==> src/rtl/ika2151_pkg.sv <==
// Shared constants and types for the OPM serial-output receiver.
package ika2151_pkg;

   localparam int unsigned WORD_W   = 16;
   localparam int unsigned MANT_LSB = 3;
   localparam int unsigned MANT_MSB = 12;
   localparam int unsigned EXP_LSB  = 13;
   localparam int unsigned MANT_W   = MANT_MSB - MANT_LSB + 1;
   localparam int unsigned EXP_W    = WORD_W - EXP_LSB;
   localparam int unsigned CNT_W    = 5;

   typedef enum logic [1:0] {
      UNLOCKED = 2'd0,
      SYNC     = 2'd1,
      LOCKED   = 2'd2
   } rx_state_e;

endpackage

==> src/rtl/ika2151_so_fp2lin.sv <==
// YM3012-style float word to signed linear PCM converter (or raw pass-through).
module ika2151_so_fp2lin
   import ika2151_pkg::*;
#(
   parameter bit LINEAR_OUT = 1'b1
) (
   input  logic [WORD_W-1:0] i_word,
   output logic [WORD_W-1:0] o_lin_c
);

   logic [EXP_W-1:0]  exp_c;
   logic [MANT_W-1:0] mant_c;
   logic [WORD_W-1:0] ext_c;

   always_comb begin
      exp_c  = i_word[WORD_W-1:EXP_LSB];
      mant_c = i_word[MANT_MSB:MANT_LSB];
      // offset-binary mantissa becomes two's complement by flipping its MSB
      ext_c  = {{(WORD_W - MANT_W){~mant_c[MANT_W-1]}}, ~mant_c[MANT_W-1], mant_c[MANT_W-2:0]};
      o_lin_c = '0;
      if (!LINEAR_OUT) begin
         o_lin_c = i_word;
      end else if (exp_c != '0) begin
         o_lin_c = ext_c << (exp_c - EXP_W'(1));
      end
   end

endmodule

==> src/rtl/ika2151_so_rx.sv <==
// Deserialises SH1/SH2-framed SO words into left/right samples and monitors framing.
module ika2151_so_rx
   import ika2151_pkg::*;
#(
   parameter int unsigned FRAME_LEN  = 32,
   parameter int unsigned SH2_OFFSET = 16,
   parameter bit          LINEAR_OUT = 1'b1
) (
   input  logic              i_EMUCLK,
   input  logic              i_RST,
   input  logic              i_phi1_PCEN_n,
   input  logic              i_SO,
   input  logic              i_SH1,
   input  logic              i_SH2,
   output logic [WORD_W-1:0] o_L,
   output logic [WORD_W-1:0] o_R,
   output logic              o_L_VALID,
   output logic              o_R_VALID,
   output logic              o_LOCKED,
   output logic              o_FRAME_ERR
);

   rx_state_e         state_q, state_d;
   logic [WORD_W-1:0] shreg_q, shreg_d, l_q, l_d, r_q, r_d;
   logic [WORD_W-1:0] word_c, lin_c;
   logic [CNT_W-1:0]  cnt_q, cnt_d;
   logic              sh1_q, sh1_d, sh2_q, sh2_d;
   logic              l_vld_q, l_vld_d, r_vld_q, r_vld_d;
   logic              locked_q, locked_d, err_q, err_d;
   logic              en_c, sh1_fall_c, sh2_fall_c, frame_end_c, sh2_slot_c;
   logic              cap_l_c, cap_r_c, err_c;

   // Edge events; every event is qualified by the phi1 enable.
   always_comb begin
      en_c        = ~i_phi1_PCEN_n;
      word_c      = {i_SO, shreg_q[WORD_W-1:1]};
      sh1_fall_c  = en_c & sh1_q & ~i_SH1;
      sh2_fall_c  = en_c & sh2_q & ~i_SH2;
      frame_end_c = en_c & (cnt_q == CNT_W'(FRAME_LEN - 1));
      sh2_slot_c  = (cnt_q == CNT_W'(SH2_OFFSET - 1));
   end

   always_ff @(posedge i_EMUCLK) begin
      if (i_RST) state_q <= UNLOCKED;
      else       state_q <= state_d;
   end

   always_comb begin
      state_d = state_q;
      unique case (state_q)
         UNLOCKED: if (sh1_fall_c) state_d = SYNC;
         SYNC:     if (sh1_fall_c && !sh2_fall_c && frame_end_c) state_d = LOCKED;
         LOCKED: begin
            if (sh1_fall_c) begin
               if (sh2_fall_c || !frame_end_c) state_d = SYNC;
            end else if (frame_end_c) begin
               state_d = UNLOCKED;
            end else if (sh2_fall_c && !sh2_slot_c) begin
               state_d = SYNC;
            end
         end
         default: state_d = UNLOCKED;
      endcase
   end

   always_comb begin
      cap_l_c = 1'b0;
      cap_r_c = 1'b0;
      err_c   = 1'b0;
      unique case (state_q)
         SYNC: err_c = sh1_fall_c & (sh2_fall_c | ~frame_end_c);
         LOCKED: begin
            if (sh1_fall_c) begin
               cap_l_c = ~sh2_fall_c & frame_end_c;
               err_c   = sh2_fall_c | ~frame_end_c;
            end else if (frame_end_c) begin
               err_c = 1'b1;
            end else if (sh2_fall_c) begin
               cap_r_c = sh2_slot_c;
               err_c   = ~sh2_slot_c;
            end
         end
         default: ;
      endcase
   end

   // One converter serves both channels; the capture strobe picks the destination.
   ika2151_so_fp2lin #(
      .LINEAR_OUT(LINEAR_OUT)
   ) u_fp2lin (
      .i_word (word_c),
      .o_lin_c(lin_c)
   );

   always_comb begin
      shreg_d  = shreg_q;
      cnt_d    = cnt_q;
      sh1_d    = sh1_q;
      sh2_d    = sh2_q;
      l_d      = cap_l_c ? lin_c : l_q;
      r_d      = cap_r_c ? lin_c : r_q;
      l_vld_d  = cap_l_c;
      r_vld_d  = cap_r_c;
      err_d    = err_c;
      locked_d = (state_d == LOCKED);
      if (en_c) begin
         shreg_d = word_c;
         sh1_d   = i_SH1;
         sh2_d   = i_SH2;
         cnt_d   = sh1_fall_c ? '0 : cnt_q + CNT_W'(1);
      end
   end

   always_ff @(posedge i_EMUCLK) begin
      if (i_RST) begin
         shreg_q  <= '0;
         cnt_q    <= '0;
         sh1_q    <= 1'b0;
         sh2_q    <= 1'b0;
         l_q      <= '0;
         r_q      <= '0;
         l_vld_q  <= 1'b0;
         r_vld_q  <= 1'b0;
         locked_q <= 1'b0;
         err_q    <= 1'b0;
      end else begin
         shreg_q  <= shreg_d;
         cnt_q    <= cnt_d;
         sh1_q    <= sh1_d;
         sh2_q    <= sh2_d;
         l_q      <= l_d;
         r_q      <= r_d;
         l_vld_q  <= l_vld_d;
         r_vld_q  <= r_vld_d;
         locked_q <= locked_d;
         err_q    <= err_d;
      end
   end

   assign o_L         = l_q;
   assign o_R         = r_q;
   assign o_L_VALID   = l_vld_q;
   assign o_R_VALID   = r_vld_q;
   assign o_LOCKED    = locked_q;
   assign o_FRAME_ERR = err_q;

endmodule

==> config.mk <==
export PLATFORM = sky130hd
export DESIGN_NAME = ika2151_so_rx
export DESIGN_NICKNAME = d
export VERILOG_FILES = /design/src/rtl/ika2151_pkg.sv /design/src/rtl/ika2151_so_fp2lin.sv /design/src/rtl/ika2151_so_rx.sv
export SDC_FILE = /design/constraint.sdc
export NUM_CORES = 1
export LEC_CHECK = 0
export BUFFER_PORTS_ARGS = -buffer_cell sky130_fd_sc_hd__buf_2
export CORE_MARGIN = 2
export CORE_UTILIZATION = 50
export DETAILED_ROUTE_END_ITERATION = 12
export PLACE_DENSITY = 0.74
export SLEW_MARGIN = 20
export SYNTH_ARGS = -nofsm -noshare
export SYNTH_HDL_FRONTEND = slang
export SYNTH_SLANG_ARGS = --single-unit
==> constraint.sdc <==
create_clock -name i_EMUCLK -period 2.4 [get_ports i_EMUCLK]
set_input_delay 0.48 -clock i_EMUCLK [delete_from_list [all_inputs] [get_ports i_EMUCLK]]
set_output_delay 0.48 -clock i_EMUCLK [all_outputs]
set_load 0.05 [all_outputs]
==> run_summary.xml, run 1 <==
<?xml version="1.0" encoding="UTF-8"?>
<metrics>
  <group name="yosys">
    <metric name="syn_area" unit="um2">3070</metric>
    <metric name="seq_area_frac_synth" unit="">0.372</metric>
    <metric name="synth-seq-cells" unit="">57</metric>
    <metric name="postSynthNetCount" unit="">365</metric>
    <metric name="yosys.cell_types.count" unit="">52</metric>
    <metric name="synth-warning-count" unit="">0</metric>
    <metric name="post_synthesis_mean_instance_area" unit="um2">8.77</metric>
    <metric name="synthArstFlopShare" unit="">0</metric>
    <metric name="post_synth_inst_count" unit="">350</metric>
    <metric name="synth_edf_count" unit="">0</metric>
    <metric name="dominantRegCellSynth" unit="">sky130_fd_sc_hd__dfxtp_1</metric>
  </group>
  <group name="route">
    <metric name="met3_wirelength" unit="um">496</metric>
    <metric name="vias" unit="">2621</metric>
    <metric name="postRouteAntennaNets" unit="">0</metric>
    <metric name="first_iter_violations" unit="">193</metric>
    <metric name="detail_route.vias_per_cell" unit="">5.58</metric>
    <metric name="wl_per_cell" unit="um">14.9</metric>
    <metric name="drtPass1Iterations" unit="">4</metric>
    <metric name="drc_errors" unit="">0</metric>
    <metric name="top_layer_used" unit="">met4</metric>
    <metric name="routed_wl" unit="mm">7.02</metric>
    <metric name="wl_met2" unit="mm">3.22</metric>
    <metric name="metal_1_wl" unit="mm">3.25</metric>
  </group>
  <group name="cts">
    <metric name="worst_skew_pair.late_latency" unit="ns">0.34</metric>
    <metric name="clk_path_buf_depth" unit="">2</metric>
    <metric name="clkSinkCount" unit="">57</metric>
    <metric name="postCtsResizedCells" unit="">0</metric>
    <metric name="cts-root-buf" unit="">sky130_fd_sc_hd__clkbuf_8</metric>
    <metric name="tritoncts_clock_tree" unit="">done</metric>
    <metric name="clock_pin_slew_on_the_worst_setup_and_hold_paths" unit="ns">0.07</metric>
    <metric name="setup_fix_buffers_added_after_clock_tree_synthesis" unit="">0</metric>
    <metric name="postCtsHoldBufs" unit="">0</metric>
    <metric name="cts_max_level" unit="">3</metric>
    <metric name="cts_made_buffers" unit="">9</metric>
  </group>
  <group name="die">
    <metric name="design.die.area" unit="um2">6780</metric>
    <metric name="dieHeight" unit="um">82.4</metric>
    <metric name="rows" unit="">28</metric>
    <metric name="floorplan.die.width" unit="um">82.4</metric>
    <metric name="coreArea" unit="um2">5920</metric>
    <metric name="floorplan.initialDensity" unit="">0.519</metric>
    <metric name="io_pins" unit="">42</metric>
  </group>
  <group name="setup_path">
    <metric name="timing.setup.critical_path_class" unit="">flop to flop</metric>
    <metric name="critical_path.startpoint_type" unit="">flop</metric>
    <metric name="endpoint_of_the_lowest_slack_register_to_register_path" unit="">o_R[6]</metric>
    <metric name="regToRegStartpoint" unit="">shreg_q[14]</metric>
    <metric name="regToRegSetupSlack" unit="ns">0.18</metric>
    <metric name="critPathArrivalTime" unit="ns">2.43</metric>
    <metric name="timing.reg2reg.worst_path_depth" unit="">7</metric>
    <metric name="crit_required" unit="ns">2.62</metric>
    <metric name="worst_setup_path_endpoint" unit="">o_R[6]</metric>
    <metric name="timing.critical_path.to_type" unit="">flop</metric>
    <metric name="crit_path_from" unit="">shreg_q[14]</metric>
    <metric name="worstPathMaxFanout" unit="">14</metric>
  </group>
  <group name="place">
    <metric name="gp_routability_congestion" unit="">0.961</metric>
    <metric name="placed_cells" unit="">454</metric>
    <metric name="dp.final_hpwl" unit="mm">4.91</metric>
    <metric name="port_buffers" unit="">41</metric>
  </group>
  <group name="power">
    <metric name="power.share.combinational" unit="">0.085</metric>
    <metric name="vdd.ir_drop.worst" unit="mV">0.344</metric>
    <metric name="power-per-cell-area" unit="nW/um2">568</metric>
    <metric name="power.static_leakage" unit="nW">1.48</metric>
    <metric name="power_switching" unit="W">0.000515</metric>
    <metric name="power.switching_fraction" unit="">0.256</metric>
    <metric name="internal_power" unit="W">0.00150</metric>
    <metric name="seqPwrFrac" unit="">0.477</metric>
    <metric name="clockPowerShare" unit="">0.437</metric>
  </group>
  <group name="sta">
    <metric name="fmaxAchievable" unit="MHz">451</metric>
    <metric name="slew-limit-headroom" unit="">0.720</metric>
    <metric name="timing_max_transition_violations_final" unit="">0</metric>
    <metric name="setup_violations" unit="">0</metric>
    <metric name="grt_setup_unrepaired" unit="">false</metric>
    <metric name="final_min_period_over_clock_period" unit="">0.924</metric>
    <metric name="final_setup_skew" unit="ns">0.00852</metric>
    <metric name="period_needed" unit="ns">2.22</metric>
    <metric name="hold_violations" unit="">0</metric>
    <metric name="tightest_slew" unit="ns">0.419</metric>
    <metric name="final.setup.tns" unit="ns">0</metric>
  </group>
  <group name="final_layout">
    <metric name="post_route_cells_drive_above_1_share" unit="">0.235</metric>
    <metric name="antenna-diode-count" unit="">0</metric>
    <metric name="multi_input_comb_area" unit="um2">1790</metric>
    <metric name="synthToLayoutAreaGrowth" unit="%">15.5</metric>
    <metric name="finish.net_count" unit="">405</metric>
    <metric name="final_cell_mix" unit="">sky130_fd_sc_hd__nor2_1 (77), sky130_fd_sc_hd__dfxtp_1 (57), sky130_fd_sc_hd__buf_2 (41)</metric>
    <metric name="most_common_library_cell_in_the_layout_ignoring_fill_and_taps" unit="">sky130_fd_sc_hd__nor2_1</metric>
    <metric name="layout.filler_cells" unit="">517</metric>
    <metric name="layoutNonFillerInstCount" unit="">470</metric>
    <metric name="sequential_cell_area_in_the_final_layout" unit="um2">1140</metric>
  </group>
  <group name="global_routing">
    <metric name="first_global_vias" unit="">2392</metric>
    <metric name="gr-usage-all-layers" unit="">0.219</metric>
    <metric name="initial_antenna_violation_count" unit="">0</metric>
    <metric name="grt_first_pass_wirelength" unit="mm">11.3</metric>
    <metric name="grt_start_max_net_pins" unit="">33</metric>
    <metric name="grt.overflow.total" unit="">0</metric>
  </group>
  <group name="job">
    <metric name="max-cap-violations" unit="">0</metric>
  </group>
  <group name="min_path">
    <metric name="worstHoldPathType" unit="">input pin to flop</metric>
  </group>
  <group name="status">
    <metric name="outcome" unit="">finished clean</metric>
  </group>
</metrics>
## worst max-delay path, stage by stage (launching register included)
cell	delay (ns)
sky130_fd_sc_hd__dfxtp_1	0.35
sky130_fd_sc_hd__clkinv_2	0.09
sky130_fd_sc_hd__ha_4	0.39
sky130_fd_sc_hd__mux2_2	0.40
sky130_fd_sc_hd__mux4_2	0.45
sky130_fd_sc_hd__a22o_1	0.26
sky130_fd_sc_hd__nor2_1	0.10
sky130_fd_sc_hd__nor3_1	0.05
## synthesized netlist by cell type, types with 2 or more instances
cell / instances / share of area
sky130_fd_sc_hd__nand2_1: 20 / 0.024
sky130_fd_sc_hd__nor2_1: 77 / 0.094
sky130_fd_sc_hd__nand3_1: 3 / 0.0049
sky130_fd_sc_hd__xor2_1: 3 / 0.0086
sky130_fd_sc_hd__a211oi_1: 16 / 0.039
sky130_fd_sc_hd__buf_2: 9 / 0.015
sky130_fd_sc_hd__nor2b_1: 9 / 0.018
sky130_fd_sc_hd__dfxtp_1: 57 / 0.37
sky130_fd_sc_hd__o211ai_1: 2 / 0.0049
sky130_fd_sc_hd__clkbuf_1: 10 / 0.012
sky130_fd_sc_hd__or2_2: 2 / 0.0041
sky130_fd_sc_hd__inv_1: 7 / 0.0086
sky130_fd_sc_hd__mux2i_1: 25 / 0.081
sky130_fd_sc_hd__buf_4: 3 / 0.0073
sky130_fd_sc_hd__nor3_1: 15 / 0.024
sky130_fd_sc_hd__nand4b_1: 2 / 0.0057
sky130_fd_sc_hd__nor3b_1: 2 / 0.0049
sky130_fd_sc_hd__a22oi_1: 2 / 0.0049
sky130_fd_sc_hd__nand2b_1: 2 / 0.0041
sky130_fd_sc_hd__o21ai_0: 9 / 0.015
sky130_fd_sc_hd__mux4_2: 10 / 0.073
sky130_fd_sc_hd__and2_1: 5 / 0.010
sky130_fd_sc_hd__ha_1: 9 / 0.037
sky130_fd_sc_hd__mux2_2: 6 / 0.022
sky130_fd_sc_hd__a21oi_1: 17 / 0.028
sky130_fd_sc_hd__and3_1: 2 / 0.0041
## layout make-up
type / instances / share of cell area
timing repair buffer: 53 / 0.0832
clock inverter: 7 / 0.0201
tap: 75 / 0.0265
multi-input combinational: 260 / 0.504
inverter: 9 / 0.00988
sequential: 57 / 0.322
clock buffer: 9 / 0.0349
## power by group through the flow
stage               clock network [W]  registers [W]  logic [W]
global route                 0.000931       0.000962   0.000189
global placement                    0       0.000982   0.000167
finish                       0.000881       0.000961   0.000172
detailed placement                  0       0.000983   0.000171
CTS                          0.000896       0.000961   0.000171
floorplan                           0       0.000981   0.000138
## worst min path at each step
stage | startpoint | to | depth (start not counted) | slack (ns)
floorplan | cnt_q[3] | cnt_q[3] | 2 | 0.47
global placement | o_L[3] | o_L[3] | 2 | 0.44
detailed placement | o_L[2] | o_L[2] | 2 | 0.45
CTS | i_SH1 | sh1_q | 3 | 0.42
global route | i_SH1 | sh1_q | 3 | 0.43
finish | i_SH2 | sh2_q | 3 | 0.42
## per-layer routing
layer  vias to the layer above  track usage
li1                       1314            -
met1                      1213        0.293
met5                         -            0
met2                        89        0.344
met3                         5       0.0554
met4                         0       0.0767
## cells by family (layout without fill, tap and decap cells)
logic type,Yosys count,in the layout,share of synthesized area
simple gates,147,147,0.222
compound gates,58,58,0.126
flops,57,57,0.372
mux,42,42,0.182
buf+inv,33,78,0.0505
fa+ha+maj,9,9,0.0367
xor+xnor,4,4,0.0114
## per-stage QoR
| step | setup slack [ns] | total power [W] | instance area (um2) | hold WS (ns) | utilization |
|---|---|---|---|---|---|
| 2_1_floorplan | 0.119 | 0.00112 | 3080 | 0.472 | - |
| 3_3_place_gp | 0.222 | 0.00115 | 3350 | 0.445 | 0.566 |
| 3_5_place_dp | 0.176 | 0.00115 | 3350 | 0.448 | 0.566 |
| 4_1_cts | 0.172 | 0.00203 | 3550 | 0.416 | 0.599 |
| 5_1_grt | 0.0284 | 0.00208 | 3550 | 0.430 | 0.599 |
| 6_report | 0.182 | 0.00201 | 3550 | 0.421 | 0.599 |
## flip-flops by register name, indices dropped and copies added, names as in the netlist
signal,cells
o_FRAME_ERR,1
o_R,16
cnt_q,5
sh1_q,1
shreg_q,12
o_L,16
state_q,2
o_R_VALID,1
o_L_VALID,1
o_LOCKED,1
sh2_q,1
No activity file was read; power rests on OpenSTA's default activity.
==> run 2: changes to the inputs <==
Settings changed: SYNTH_HIERARCHICAL from default to 1.
==> run 2 against run 1 <==
Net effect:
- synthesized cell count is 17% lower
- register-to-register slack hardly changed
- clock skew increased by 0.0022 ns
- area after synthesis fell by 12%
- wire length decreased by 21%
- clock power fell by 4.0%
- worst setup slack got worse by 0.012 ns
- total power down 4.3%
- maximum frequency shrank 0.54%
- sequential share of layout area up 3.9 points
- highest routed layer unchanged
==> run_summary.xml, run 2 <==
<?xml version="1.0" encoding="UTF-8"?>
<metrics>
  <group name="status">
    <metric name="outcome" unit="">finished clean</metric>
  </group>
  <group name="setup_path">
    <metric name="cp_common_cell" unit="">sky130_fd_sc_hd__mux2i_1</metric>
    <metric name="critical_path.startpoint_type" unit="">flop</metric>
    <metric name="timing.setup.critical_path_class" unit="">flop to flop</metric>
    <metric name="crit_required" unit="ns">2.60</metric>
    <metric name="worstPathMaxFanout" unit="">15</metric>
    <metric name="cp_slowest_stage_delay" unit="ns">0.61</metric>
    <metric name="critPathArrivalTime" unit="ns">2.43</metric>
    <metric name="timing.critical_path.to_type" unit="">flop</metric>
    <metric name="slowest_stage" unit="">sky130_fd_sc_hd__ha_1</metric>
    <metric name="crit_path_cell_trace" unit="">inv_1 -&gt; ha_1 -&gt; mux2_2 -&gt; mux2i_1 -&gt; o22ai_1 -&gt; mux2i_1 -&gt; nor2_1</metric>
  </group>
  <group name="power">
    <metric name="vdd.ir_drop.worst" unit="mV">0.420</metric>
    <metric name="power-per-cell-area" unit="nW/um2">609</metric>
    <metric name="power.static_leakage" unit="nW">1.49</metric>
    <metric name="totalPowerFinal" unit="W">0.00193</metric>
  </group>
  <group name="cts">
    <metric name="cts_max_level" unit="">3</metric>
    <metric name="clkSinkCount" unit="">57</metric>
    <metric name="worst_skew_pair.late_latency" unit="ns">0.34</metric>
    <metric name="postCtsResizedCells" unit="">0</metric>
    <metric name="setup_fix_buffers_added_after_clock_tree_synthesis" unit="">0</metric>
    <metric name="clk_path_buf_depth" unit="">2</metric>
    <metric name="tritoncts_clock_tree" unit="">done</metric>
    <metric name="cts-root-buf" unit="">sky130_fd_sc_hd__clkbuf_8</metric>
    <metric name="cts_made_buffers" unit="">9</metric>
    <metric name="postCtsHoldBufs" unit="">0</metric>
    <metric name="clock_pin_slew_on_the_worst_setup_and_hold_paths" unit="ns">0.06</metric>
  </group>
  <group name="yosys">
    <metric name="syn_area" unit="um2">2710</metric>
    <metric name="post_synthesis_mean_instance_area" unit="um2">9.29</metric>
    <metric name="synth-warning-count" unit="">6</metric>
    <metric name="post_synth_inst_count" unit="">292</metric>
    <metric name="postSynthNetCount" unit="">307</metric>
  </group>
  <group name="place">
    <metric name="port_buffers" unit="">41</metric>
    <metric name="gp_routability_congestion" unit="">0.868</metric>
    <metric name="placed_cells" unit="">392</metric>
    <metric name="dp.final_hpwl" unit="mm">3.84</metric>
  </group>
  <group name="die">
    <metric name="design.die.area" unit="um2">6030</metric>
    <metric name="dieHeight" unit="um">77.6</metric>
    <metric name="io_pins" unit="">42</metric>
    <metric name="rows" unit="">26</metric>
    <metric name="floorplan.initialDensity" unit="">0.524</metric>
    <metric name="coreArea" unit="um2">5170</metric>
    <metric name="floorplan.die.width" unit="um">77.6</metric>
  </group>
  <group name="route">
    <metric name="detail_route.vias_per_cell" unit="">5.32</metric>
    <metric name="wl_per_cell" unit="um">13.6</metric>
    <metric name="routed_wl" unit="mm">5.53</metric>
    <metric name="vias" unit="">2160</metric>
    <metric name="drtPass1Iterations" unit="">4</metric>
    <metric name="postRouteAntennaNets" unit="">0</metric>
    <metric name="first_iter_violations" unit="">117</metric>
    <metric name="drc_errors" unit="">0</metric>
  </group>
  <group name="final_layout">
    <metric name="layout.filler_cells" unit="">451</metric>
    <metric name="finish.net_count" unit="">348</metric>
    <metric name="post_route_cells_drive_above_1_share" unit="">0.238</metric>
    <metric name="most_common_library_cell_in_the_layout_ignoring_fill_and_taps" unit="">sky130_fd_sc_hd__dfxtp_1</metric>
    <metric name="synthToLayoutAreaGrowth" unit="%">16.8</metric>
    <metric name="layoutNonFillerInstCount" unit="">406</metric>
    <metric name="final_cell_mix" unit="">sky130_fd_sc_hd__dfxtp_1 (57), sky130_fd_sc_hd__nor2_1 (43), sky130_fd_sc_hd__buf_2 (41)</metric>
    <metric name="antenna-diode-count" unit="">0</metric>
  </group>
  <group name="min_path">
    <metric name="worstHoldPathType" unit="">input pin to flop</metric>
  </group>
  <group name="sta">
    <metric name="grt_setup_unrepaired" unit="">false</metric>
    <metric name="slew-limit-headroom" unit="">0.457</metric>
    <metric name="final.setup.tns" unit="ns">0</metric>
    <metric name="tightest_slew" unit="ns">0.814</metric>
    <metric name="hold_violations" unit="">0</metric>
    <metric name="final_setup_skew" unit="ns">0.0107</metric>
    <metric name="period_needed" unit="ns">2.23</metric>
    <metric name="fmaxAchievable" unit="MHz">449</metric>
    <metric name="setup_violations" unit="">0</metric>
    <metric name="final_min_period_over_clock_period" unit="">0.929</metric>
    <metric name="timing_max_transition_violations_final" unit="">0</metric>
  </group>
  <group name="global_routing">
    <metric name="grt_start_max_net_pins" unit="">51</metric>
    <metric name="grt_first_pass_wirelength" unit="mm">9.52</metric>
    <metric name="first_global_vias" unit="">2051</metric>
    <metric name="initial_antenna_violation_count" unit="">0</metric>
    <metric name="gr-usage-all-layers" unit="">0.199</metric>
    <metric name="grt.overflow.total" unit="">0</metric>
  </group>
  <group name="job">
    <metric name="max-cap-violations" unit="">0</metric>
  </group>
</metrics>
-- run 2: final timing paths --
check | endpoint | start | slack [ns] | depth (start not counted)
worst min-delay path | sh1_q | i_SH1 | 0.41 | 3
worst max register to register | o_R[12] | shreg_q[15] | 0.17 | 7
worst max-delay path | o_R[12] | shreg_q[15] | 0.17 | 7
worst min register to register | o_L[0] | o_L[0] | 0.45 | 2
-- run 2: layer usage --
layer,vias to the layer above,track usage,part of all wire
li1,1100,-,-
met1,1003,0.262,0.49
met2,45,0.305,0.45
met3,12,0.0640,0.047
met4,0,0.0732,0.015
met5,-,0,0
-- run 2: layout make-up --
cell class                      count  area (um2)  share of cell area
Multi-Input combinational cell    209        1440               0.454
Sequential cell                    57        1140               0.360
Timing Repair Buffer               49         290              0.0917
Clock buffer                       10         138              0.0435
Tap cell                           70        87.6              0.0277
Clock inverter                      4        45.0              0.0142
Inverter                            7        26.3             0.00830
-- run 2: report_power, final --
part,internal (W),leakage (nW),switching [W]
clock network,0.000490,0.0978,0.000356
logic,0.0000464,0.927,0.0000745
registers,0.000954,0.460,0.00000687
total,0.00149,1.49,0.000437
-- run 2: critical path: cells and delay by family, from the launching register on --
kind / cells / cell delay (ns)
AO/OA/AOI/OAI: 1 / 0.17
adder cells (fa/ha/maj): 1 / 0.61
buffers and inverters: 1 / 0.08
flip-flops: 1 / 0.35
multiplexers: 3 / 0.84
AND/OR/NAND/NOR: 1 / 0.05
-- run 2: per-stage QoR --
stage	hold WS, ns	util	instance area (um2)	worst slack, ns
CTS	0.407	0.612	3170	0.195
finish	0.408	0.612	3170	0.170
global route	0.415	0.612	3170	0.0108
floorplan	0.472	-	2710	0.347
detailed placement	0.445	0.577	2980	0.210
global placement	0.440	0.577	2980	0.256
==> run 3: changes to the inputs <==
Settings changed: PLACE_DENSITY 0.74 to 0.7.
==> run 3 against run 2 <==
Net effect:
- critical path depth did not move
- worst setup slack better by 0.058 ns
- maximum frequency grew 2.7%
- worst hold slack better by 0.0071 ns
==> run_summary.xml, run 3 (same netlist as run 2, synthesis figures left out) <==
<?xml version="1.0" encoding="UTF-8"?>
<metrics>
  <group name="setup_path">
    <metric name="critical_path.startpoint_type" unit="">flop</metric>
    <metric name="slowest_stage" unit="">sky130_fd_sc_hd__ha_1</metric>
    <metric name="cp_common_cell" unit="">sky130_fd_sc_hd__mux2i_1</metric>
    <metric name="crit_path_cell_trace" unit="">inv_2 -&gt; ha_1 -&gt; mux2_2 -&gt; mux2i_1 -&gt; o22ai_1 -&gt; mux2i_1 -&gt; nor2_1</metric>
    <metric name="worstPathMaxFanout" unit="">11</metric>
    <metric name="critical_path.top_delay_family" unit="">multiplexers</metric>
    <metric name="cp_slowest_stage_delay" unit="ns">0.57</metric>
    <metric name="critical_path_buf_inv_count" unit="">1</metric>
    <metric name="timing.setup.critical_path_class" unit="">flop to flop</metric>
    <metric name="timing.critical_path.to_type" unit="">flop</metric>
    <metric name="crit_required" unit="ns">2.60</metric>
    <metric name="critPathArrivalTime" unit="ns">2.37</metric>
  </group>
  <group name="sta">
    <metric name="slew-limit-headroom" unit="">0.660</metric>
    <metric name="final_setup_skew" unit="ns">0.0107</metric>
    <metric name="tightest_slew" unit="ns">0.511</metric>
    <metric name="fmaxAchievable" unit="MHz">460</metric>
    <metric name="timing_max_transition_violations_final" unit="">0</metric>
    <metric name="grt_setup_unrepaired" unit="">false</metric>
    <metric name="final.setup.tns" unit="ns">0</metric>
    <metric name="setup_violations" unit="">0</metric>
    <metric name="final_min_period_over_clock_period" unit="">0.905</metric>
    <metric name="hold_violations" unit="">0</metric>
    <metric name="period_needed" unit="ns">2.17</metric>
  </group>
  <group name="final_layout">
    <metric name="synthToLayoutAreaGrowth" unit="%">19.1</metric>
    <metric name="layoutNonFillerInstCount" unit="">408</metric>
    <metric name="most_common_library_cell_in_the_layout_ignoring_fill_and_taps" unit="">sky130_fd_sc_hd__dfxtp_1</metric>
    <metric name="final_cell_mix" unit="">sky130_fd_sc_hd__dfxtp_1 (57), sky130_fd_sc_hd__nor2_1 (43), sky130_fd_sc_hd__buf_2 (41)</metric>
    <metric name="finish.net_count" unit="">348</metric>
    <metric name="post_route_cells_drive_above_1_share" unit="">0.243</metric>
    <metric name="sequential_cell_area_in_the_final_layout" unit="um2">1140</metric>
    <metric name="layout.filler_cells" unit="">444</metric>
    <metric name="antenna-diode-count" unit="">0</metric>
    <metric name="multi_input_comb_area" unit="um2">1440</metric>
  </group>
  <group name="power">
    <metric name="vdd.ir_drop.worst" unit="mV">0.475</metric>
    <metric name="power.static_leakage" unit="nW">1.51</metric>
    <metric name="power-per-cell-area" unit="nW/um2">681</metric>
  </group>
  <group name="route">
    <metric name="drtPass1Iterations" unit="">4</metric>
    <metric name="vias" unit="">2160</metric>
    <metric name="postRouteAntennaNets" unit="">0</metric>
    <metric name="first_iter_violations" unit="">111</metric>
    <metric name="wl_per_cell" unit="um">13.5</metric>
    <metric name="routed_wl" unit="mm">5.52</metric>
    <metric name="detail_route.vias_per_cell" unit="">5.29</metric>
    <metric name="drc_errors" unit="">0</metric>
  </group>
  <group name="die">
    <metric name="rows" unit="">26</metric>
    <metric name="io_pins" unit="">42</metric>
    <metric name="floorplan.die.width" unit="um">77.6</metric>
    <metric name="floorplan.initialDensity" unit="">0.524</metric>
    <metric name="design.die.area" unit="um2">6030</metric>
    <metric name="coreArea" unit="um2">5170</metric>
    <metric name="dieHeight" unit="um">77.6</metric>
  </group>
  <group name="min_path">
    <metric name="worstHoldPathType" unit="">input pin to flop</metric>
  </group>
  <group name="job">
    <metric name="max-cap-violations" unit="">0</metric>
  </group>
  <group name="cts">
    <metric name="cts_max_level" unit="">3</metric>
    <metric name="worst_skew_pair.late_latency" unit="ns">0.33</metric>
    <metric name="tritoncts_clock_tree" unit="">done</metric>
    <metric name="clock_pin_slew_on_the_worst_setup_and_hold_paths" unit="ns">0.06</metric>
    <metric name="cts-root-buf" unit="">sky130_fd_sc_hd__clkbuf_8</metric>
    <metric name="postCtsHoldBufs" unit="">0</metric>
    <metric name="cts_made_buffers" unit="">9</metric>
    <metric name="clk_path_buf_depth" unit="">2</metric>
    <metric name="clkSinkCount" unit="">57</metric>
  </group>
  <group name="place">
    <metric name="dp.final_hpwl" unit="mm">3.87</metric>
    <metric name="port_buffers" unit="">41</metric>
    <metric name="placed_cells" unit="">392</metric>
    <metric name="gp_routability_congestion" unit="">0.857</metric>
  </group>
  <group name="global_routing">
    <metric name="first_global_vias" unit="">2055</metric>
    <metric name="initial_antenna_violation_count" unit="">0</metric>
    <metric name="grt.overflow.total" unit="">0</metric>
    <metric name="grt_first_pass_wirelength" unit="mm">9.53</metric>
    <metric name="gr-usage-all-layers" unit="">0.197</metric>
    <metric name="grt_start_max_net_pins" unit="">51</metric>
  </group>
  <group name="status">
    <metric name="outcome" unit="">finished clean</metric>
  </group>
</metrics>
## run 3: path summary, 6_finish.rpt
kind | from | cells past startpoint | end | slack (ns)
worst max-delay path | shreg_q[14] | 7 | o_R[12] | 0.23
worst min-delay path | i_SH1 | 3 | sh1_q | 0.41
worst max register to register | shreg_q[14] | 7 | o_R[12] | 0.23
worst min register to register | o_L[2] | 2 | o_L[2] | 0.45
## run 3: cell type report
cell class / instances / area share
Inverter: 7 / 0.00814
Sequential cell: 57 / 0.353
Clock buffer: 12 / 0.0481
Multi-Input combinational cell: 209 / 0.447
Clock inverter: 4 / 0.0306
Tap cell: 70 / 0.0271
Timing Repair Buffer: 49 / 0.0860
## run 3: power breakdown
part | leakage, nW | internal, W | total (W) | switching [W]
Sequential | 0.460 | 0.000954 | 0.000961 | 0.00000701
Combinational | 0.922 | 0.0000478 | 0.000124 | 0.0000763
Clock | 0.127 | 0.000749 | 0.00111 | 0.000365
Total | 1.51 | 0.00175 | 0.00220 | 0.000449
## run 3: what timing repair did
item	in CTS	in global routing
endpoints found under the setup margin	0	1
gates resized for setup	0	1
setup buffers	0	0
## run 3: tightest hold or removal path, cell delays in order
cell,delay [ns]
sky130_fd_sc_hd__buf_2,0.10
sky130_fd_sc_hd__mux2i_1,0.06
sky130_fd_sc_hd__nor2_1,0.07
## run 3: layer usage
metal  up-vias  global-route usage  part of all wire
met5         -                   0                 0
met3         4              0.0663             0.056
met4         0              0.0643            0.0063
met1       995               0.259              0.47
li1       1096                   -                 -
met2        65               0.305              0.47
## run 3: per-stage QoR
stage          total power [W]  cell area [um2]  hold slack [ns]  utilization  setup slack (ns)
2_1_floorplan          0.00108             2710            0.472            -             0.347
4_1_cts                0.00222             3220            0.405        0.623             0.237
5_1_grt                0.00228             3230            0.424        0.624            0.0888
6_report               0.00220             3230            0.415        0.624             0.228
3_5_place_dp           0.00110             2970            0.444        0.574             0.234
3_3_place_gp           0.00110             2970            0.439        0.574             0.279
